## config.mk

```make
export PLATFORM = sky130hd
export DESIGN_NAME = addern_serial
export DESIGN_NICKNAME = d
export VERILOG_FILES = /design/src/rtl/addern_serial.sv
export SDC_FILE = /design/constraint.sdc
export NUM_CORES = 1
export LEC_CHECK = 0
export CORE_MARGIN = 2
export CORE_UTILIZATION = 43
export DETAILED_ROUTE_END_ITERATION = 6
export PLACE_DENSITY = 0.75
export SLEW_MARGIN = 20
export SYNTH_ARGS = -nofsm -noshare
export SYNTH_HDL_FRONTEND = slang
export SYNTH_SLANG_ARGS = --single-unit
```

## constraint.sdc

```tcl
create_clock -name CLOCK_50 -period 1.63 [get_ports CLOCK_50]
set_input_delay 0.326 -clock CLOCK_50 [delete_from_list [all_inputs] [get_ports CLOCK_50]]
set_output_delay 0.326 -clock CLOCK_50 [all_outputs]
set_load 0.02 [all_outputs]
```

## src/rtl/addern_serial.sv

```systemverilog
// addern_serial: N-bit bit-serial adder with operand registers, a start/done
// handshake, optional accumulate write-back and seven-segment result display.
// Optional macro ADDERN_SUB_EN enables subtract mode (A + ~B + 1) via 'sub'.
module addern_serial #(
    parameter int N          = 8,
    parameter int ACCUMULATE = 0,
    localparam int NDIG      = (N + 3) / 4
) (
    input  logic              CLOCK_50,
    input  logic              Resetn,
    input  logic [N-1:0]      data_in,
    input  logic              load_a,
    input  logic              load_b,
    input  logic              start,
    input  logic              sub,
    output logic              busy,
    output logic              done,
    output logic [N-1:0]      sum,
    output logic              cout,
    output logic              overflow,
    output logic [7*NDIG-1:0] hex_out
);

    localparam int CW = (N > 1) ? $clog2(N) : 1;
    localparam logic [CW-1:0] LAST = CW'(N - 1);
    localparam int PW = 4 * NDIG;

    typedef enum logic [1:0] {IDLE, RUN, FIN} state_t;

    state_t        state;
    logic [N-1:0]  reg_a, reg_b;
    logic [N-1:0]  work_a, work_b, shift_s;
    logic [CW-1:0] cnt;
    logic          carry, carry_msb, sub_q;
    logic          load_a_prev, load_b_prev, start_prev;
    logic          load_a_rise, load_b_rise, start_rise;
    logic          sub_eff;
    logic          b_bit, s_bit, c_next;
    logic [PW-1:0] sum_pad;

`ifdef ADDERN_SUB_EN
    assign sub_eff = sub;
`else
    // Port kept for pin compatibility; subtraction is masked off.
    assign sub_eff = sub & 1'b0;
`endif

    assign load_a_rise = load_a & ~load_a_prev;
    assign load_b_rise = load_b & ~load_b_prev;
    assign start_rise  = start & ~start_prev;

    assign b_bit  = work_b[0] ^ sub_q;
    assign s_bit  = work_a[0] ^ b_bit ^ carry;
    assign c_next = (work_a[0] & b_bit) | (work_a[0] & carry) | (b_bit & carry);

    // Single-register history for rising-edge detection of the control levels
    always_ff @(posedge CLOCK_50 or negedge Resetn) begin
        if (!Resetn) begin
            load_a_prev <= 1'b0;
            load_b_prev <= 1'b0;
            start_prev  <= 1'b0;
        end else begin
            load_a_prev <= load_a;
            load_b_prev <= load_b;
            start_prev  <= start;
        end
    end

    // Control FSM, operand registers and serial datapath with registered outputs
    always_ff @(posedge CLOCK_50 or negedge Resetn) begin
        if (!Resetn) begin
            state     <= IDLE;
            reg_a     <= '0;
            reg_b     <= '0;
            work_a    <= '0;
            work_b    <= '0;
            shift_s   <= '0;
            cnt       <= '0;
            carry     <= 1'b0;
            carry_msb <= 1'b0;
            sub_q     <= 1'b0;
            busy      <= 1'b0;
            done      <= 1'b0;
            sum       <= '0;
            cout      <= 1'b0;
            overflow  <= 1'b0;
        end else begin
            done <= 1'b0;
            case (state)
                IDLE: begin
                    if (load_a_rise) reg_a <= data_in;
                    if (load_b_rise) reg_b <= data_in;
                    if (start_rise && !load_a_rise && !load_b_rise) begin
                        state  <= RUN;
                        cnt    <= '0;
                        carry  <= sub_eff;
                        sub_q  <= sub_eff;
                        work_a <= reg_a;
                        work_b <= reg_b;
                    end
                end
                RUN: begin
                    // busy is raised on the first bit-slice edge so it spans
                    // exactly N cycles and drops together with the done pulse
                    busy    <= 1'b1;
                    work_a  <= work_a >> 1;
                    work_b  <= work_b >> 1;
                    shift_s <= {s_bit, shift_s[N-1:1]};
                    carry   <= c_next;
                    cnt     <= cnt + 1'b1;
                    if (cnt == LAST) begin
                        carry_msb <= carry;
                        state     <= FIN;
                    end
                end
                FIN: begin
                    sum      <= shift_s;
                    cout     <= carry;
                    overflow <= carry_msb ^ carry;
                    done     <= 1'b1;
                    busy     <= 1'b0;
                    if (ACCUMULATE != 0) reg_a <= shift_s;
                    state    <= IDLE;
                end
                default: state <= IDLE;
            endcase
        end
    end

    function automatic logic [6:0] seg7(input logic [3:0] v);
        case (v)
            4'h0: seg7 = 7'b1000000;
            4'h1: seg7 = 7'b1111001;
            4'h2: seg7 = 7'b0100100;
            4'h3: seg7 = 7'b0110000;
            4'h4: seg7 = 7'b0011001;
            4'h5: seg7 = 7'b0010010;
            4'h6: seg7 = 7'b0000010;
            4'h7: seg7 = 7'b1111000;
            4'h8: seg7 = 7'b0000000;
            4'h9: seg7 = 7'b0010000;
            4'hA: seg7 = 7'b0001000;
            4'hB: seg7 = 7'b0000011;
            4'hC: seg7 = 7'b1000110;
            4'hD: seg7 = 7'b0100001;
            4'hE: seg7 = 7'b0000110;
            default: seg7 = 7'b0001110;
        endcase
    endfunction

    assign sum_pad = PW'(sum);

    // Seven-segment decode of the result register, top nibble zero-padded
    always_comb begin
        hex_out = '1;
        for (int unsigned d = 0; d < NDIG; d++) begin
            hex_out[7*d +: 7] = seg7(sum_pad[4*d +: 4]);
        end
    end

endmodule

```

== Word-level counts from Yosys, hierarchy flattened ==
Memories as Yosys holds them, arrays and structs flattened.
Index checks and enable logic that the tools add are counted.

* Register bits: 62
* Bits in read-only memories: 224
* Output and inout port bits: 26
* Word-level logic and storage cells: 64
* Memories kept: 2

* Add/subtract/negate cells: 1
* Equal/unequal tests: 5
* Multiplexer cells: 13
* Bitwise logic cells: 14
* Reduce and logical (&&, ||, !) cells: 12

{| class="wikitable"
|+ Memories
! memory !! words !! bits a word !! read ports !! clocked after memory_dff !! write ports !! RTL line !! source
|-
| (no name shown) || 16 || 7 || 1 || 0 || 0 || 131 || <nowiki>case (v)</nowiki>
|-
| (no name shown) || 16 || 7 || 1 || 0 || 0 || 131 ||
|}

{| class="wikitable"
|+ Operators with widths
! kind !! number
|-
| 8-bit case mux with 2 select lines || 2
|-
| 8-bit two-way mux || 2
|-
| 2-bit AND reduction || 5
|-
| 1-bit bitwise AND || 6
|-
| 3-bit case mux with 2 select lines || 1
|-
| 2-bit two-way mux || 2
|-
| 2-bit != test, second input constant || 2
|-
| 1-bit case mux with 2 select lines || 2
|-
| 2-bit case mux with 2 select lines || 1
|-
| 2-bit nonzero test || 2
|-
| 3-bit by 1-bit adder with 3-bit output, second input constant || 1
|-
| 3-bit equality test, second input constant || 1
|-
| 3-bit two-way mux || 1
|-
| 1-bit inverter || 3
|-
| 1-bit XOR || 3
|-
| 2-bit by 1-bit equality test with 1-bit output, second input constant || 1
|-
| 2-bit equality test, second input constant || 1
|-
| 1-bit logical AND || 2
|-
| 1-bit zero test || 2
|-
| 2-bit zero test || 1
|-
| 1-bit two-way mux || 2
|-
| 1-bit OR || 2
|}

== Longest topological paths before layout ==
* Depth in word-level cells: 7
* Mapped depth: 8
* Mapped depth without buffers: 5

== Least setup slack after synthesis ==
No wires, ideal clock.

* Kind: register to output
* Start point: register sum[0]
* End point: output hex_out[3]
* Arrival time: 1.535 ns
* Setup slack: -0.231 ns
* Stages on the path, launching flop included: 5
* Buffers on the path: 0
* Path through: dfrtp_1 -> inv_1 -> ha_1 -> inv_1 -> mux4_2

* Cells in the longest elaborated chain, start to end: 1

{| class="wikitable"
|+ Ends and longest elaborated chain
! item !! RTL line !! source
|-
| start: declaration || 18 || <nowiki>output logic [N-1:0] sum,</nowiki>
|-
| start signal: assignment || 117 || <nowiki>sum <= shift_s;</nowiki>
|-
| memory 16 x 7 bit || n/a ||
|-
| end: declaration || 21 || <nowiki>output logic [7*NDIG-1:0] hex_out</nowiki>
|}

No other way between the ends.

== Worst setup path in the final report ==
Same ends and word-level chain as after synthesis.

==> run_results.csv <==
group,metric,value,unit
pwr,internal_power,5.651,mW
logic_synthesis,syn-num-nets,277,
die,coreArea,0.007137,mm2
timing,worstMarginPinSlew,0.3807,ns
timing,fin_tns_setup,-3.718,ns
route,wire_per_inst,14.06,um
flow_run,cap_violations,0,
route,vias,2112,
pwr,combPwrFrac,56.9,%
die,io_pins,40,
logic_synthesis,netlist_instances,243,
route,wirelength,6.130,mm
logic_synthesis,yosysTopAreaCell,"dfrtp_1",
logic_synthesis,dominantRegCellSynth,"dfrtp_1",
outcome,failed_checks,"negative setup slack",
critical_path,crit_arrival,1.72,ns
die,die-height,89.38,um
cts,cts_num_sinks,62,
cts,clock-root-buffer,"clkbuf_8",
logic_synthesis,synth_seq_area_share,49.50,%
timing,rsz0062_at_grt,"yes",
placement,post-place-ws,-0.4504,ns
cts,tritoncts,"yes",
cts,h-tree-depth,3,
critical_path,worstPathMaxFanout,4,
hold_path,hold_class,"input pin to flip-flop",
grt,grt_max_degree,63,
pwr,p_clk_share,12.3,%
timing,hold_slack,0.4706,ns
die,die-width,89.38,um
logic_synthesis,syn-cell-area,0.003134,mm2
layout,finish.net_count,367,
critical_path,endpoint_kind,"primary output",
timing,finalWorstSetupSlack,-0.4178,ns
route,antenna_left,0,
placement,place_area,0.003953,mm2
pwr,power.density,1939,mW/mm2
placement,gp_congestion,0.8465,
placement,dp_hpwl,4.014,mm
logic_synthesis,ys_types,32,
route,routed_via_density,4.844,
layout,fin_area,0.004467,mm2
pwr,peakVddDrop,1.226,mV
critical_path,start_kind,"flip-flop",
critical_path,critPathRequiredTime,1.30,ns
logic_synthesis,ys_seq_elements,62,
cts,clk-insertion-delay-late,0.34,ns
cts,cts_buffers,9,
critical_path,crit_type,"flip-flop to primary output",
grt,grt_use_total,16.72,%
die,floorplan.initialDensity,43.92,%
timing,max_freq,488.3,MHz
grt,grt_pass1_vias,2234,
timing,min_period,2.048,ns
logic_synthesis,syn_avg_cell_area,12.90,um2
timing,final_hold_viol_count,0,
logic_synthesis,synthDominantCellAreaShare,49.50,%
route,drc,0,
pwr,power_switching_share,34.75,%
layout,drive_above_1_share,54.60,%
route,first_pass_iters,4,
route,dr.first_iter.drc_count,115,
logic_synthesis,synth_edf_count,0,
logic_synthesis,synthTopCellsByArea,"dfrtp_1 50%, mux2_2 17%, ha_1 7.6%",
logic_synthesis,ys_async_sr_fraction,100.0,%
pwr,p_leak,2.052,nW
cts,clkTransAtPathRegs,0.06,ns
timing,period_share,125.6,%
placement,io_buffers,38,
logic_synthesis,ys_top_cells_by_count,"62 x dfrtp_1, 47 x mux2_2, 19 x ha_1",
layout,area_growth,42.51,%
die,num_rows,31,
timing,drv_slew,0,
pwr,total_switching_power,3.010,mW
logic_synthesis,ys_warn_count,0,
grt,grt_pass1_wl,10.09,mm
timing,relSlewSlack,74.62,%
layout,antenna_cells,0,
timing,finClkSkew,0.01030,ns
cts,clk_path_buf_depth,2,
grt,grt_overflow,0,
die,die_area,0.007988,mm2
grt,antenna_found_initial,0,
timing,setup_violations,14,
logic_synthesis,synth_most_common_cell,"dfrtp_1",
pwr,seqPwrFrac,30.7,%
outcome,status,"finished, violations left",
[power groups by stage]
stage / clock network (mW) / logic [mW] / registers [mW]
6_report: 1.07 / 4.93 / 2.66
5_1_grt: 1.17 / 5.35 / 2.75
4_1_cts: 1.10 / 4.55 / 2.65
3_5_place_dp: 0 / 4.17 / 2.65
3_3_place_gp: 0 / 4.06 / 2.61
2_1_floorplan: 0 / 2.70 / 2.63
[registers in the layout, summed over array words and instances (netlist names)]
register,cells
carry_msb,1
done,1
busy,1
sum,8
shift_s,8
reg_a,8
start_prev,1
cnt,3
work_a,8
state,2
load_a_prev,1
cout,1
carry,1
overflow,1
load_b_prev,1
work_b,8
reg_b,8
[stage by stage]
step / util, % / std cells / power (mW)
floorplan: - / 243 / 5.330
global placement: 55.38 / 407 / 6.666
detailed placement: 55.38 / 407 / 6.820
CTS: 60.55 / 430 / 8.306
global route: 62.59 / 436 / 9.272
finish: 62.59 / 436 / 8.661
[critical path: stages, from the launching register on]
cell and delay [ns]:
dfrtp_2 0.43, inv_4 0.07, ha_4 0.26, inv_2 0.03, mux4_2 0.45, buf_6 0.15
[per-layer routing]
layer / routed length, um / share of wire (%) / GRT usage, % / up-vias
li1: - / - / - / 1039
met1: 2665 / 43 / 18.39 / 1021
met2: 3153 / 51 / 30.57 / 43
met3: 212 / 3.5 / 3.970 / 9
met4: 99 / 1.6 / 7.191 / 0
met5: 0 / 0 / 0 / -
[cells in the final DEF, fill, tap and decap left out, types with 7 or more instances in the layout]
cell             instances
ha_4                    10
nand2_1                 14
clkbuf_8                 9
dfrtp_1                 54
mux2i_1                 14
mux2_4                  16
mux2_2                  41
dfrtp_2                  8
buf_6                   23
nor2_1                   7
clkdlybuf4s50_1         12
buf_4                   34
[what timing repair did]
action | CTS | global route
pin swaps | 8 | 11
hold buffers | 1 | 0
endpoints found under the hold margin | 42 | 0
cloned | 1 | 0
resized for setup | 130 | 40
setup buffers | 6 | 10
endpoints found under the setup margin | 41 | 36
[path summary, 6_finish.rpt]
check | from | endpoint | slack (ns) | depth (start not counted)
setup / recovery | sum[0]$_DFFE_PN0P_ | hex_out[3] | -0.42 | 5
hold / removal | load_a | load_a_prev$_DFF_PN0_ | 0.47 | 1
setup reg to reg | state[1]$_DFFE_PN0P_ | work_b[6]$_DFFE_PN0P_ | 0.03 | 7
hold reg to reg | shift_s[0]$_DFFE_PN0P_ | sum[0]$_DFFE_PN0P_ | 0.50 | 2
max in group asynchronous | Resetn | sum[5]$_DFFE_PN0P_ | 0.82 | 3
min in group asynchronous | Resetn | reg_a[2]$_DFFE_PN0P_ | 0.52 | 3
[final cells by class]
cell class | count | area [um2]
clock buffer | 13 | 138.9
clock inverter | 2 | 10.01
fill | 599 | 2670
inverter | 13 | 58.81
multi-input combinational | 156 | 1685
sequential | 62 | 1562
tap | 99 | 123.9
timing repair buffer | 91 | 888.4
[kinds of logic after synthesis]
family,after synthesis,synth area share [%]
compound gates,30,6.307
xor+xnor,1,0.2795
fa+ha+maj,20,8.224
buf+inv,25,3.912
flops,62,49.50
mux,73,27.11
simple gates,32,4.671
No activity file was read; power rests on OpenSTA's default activity.
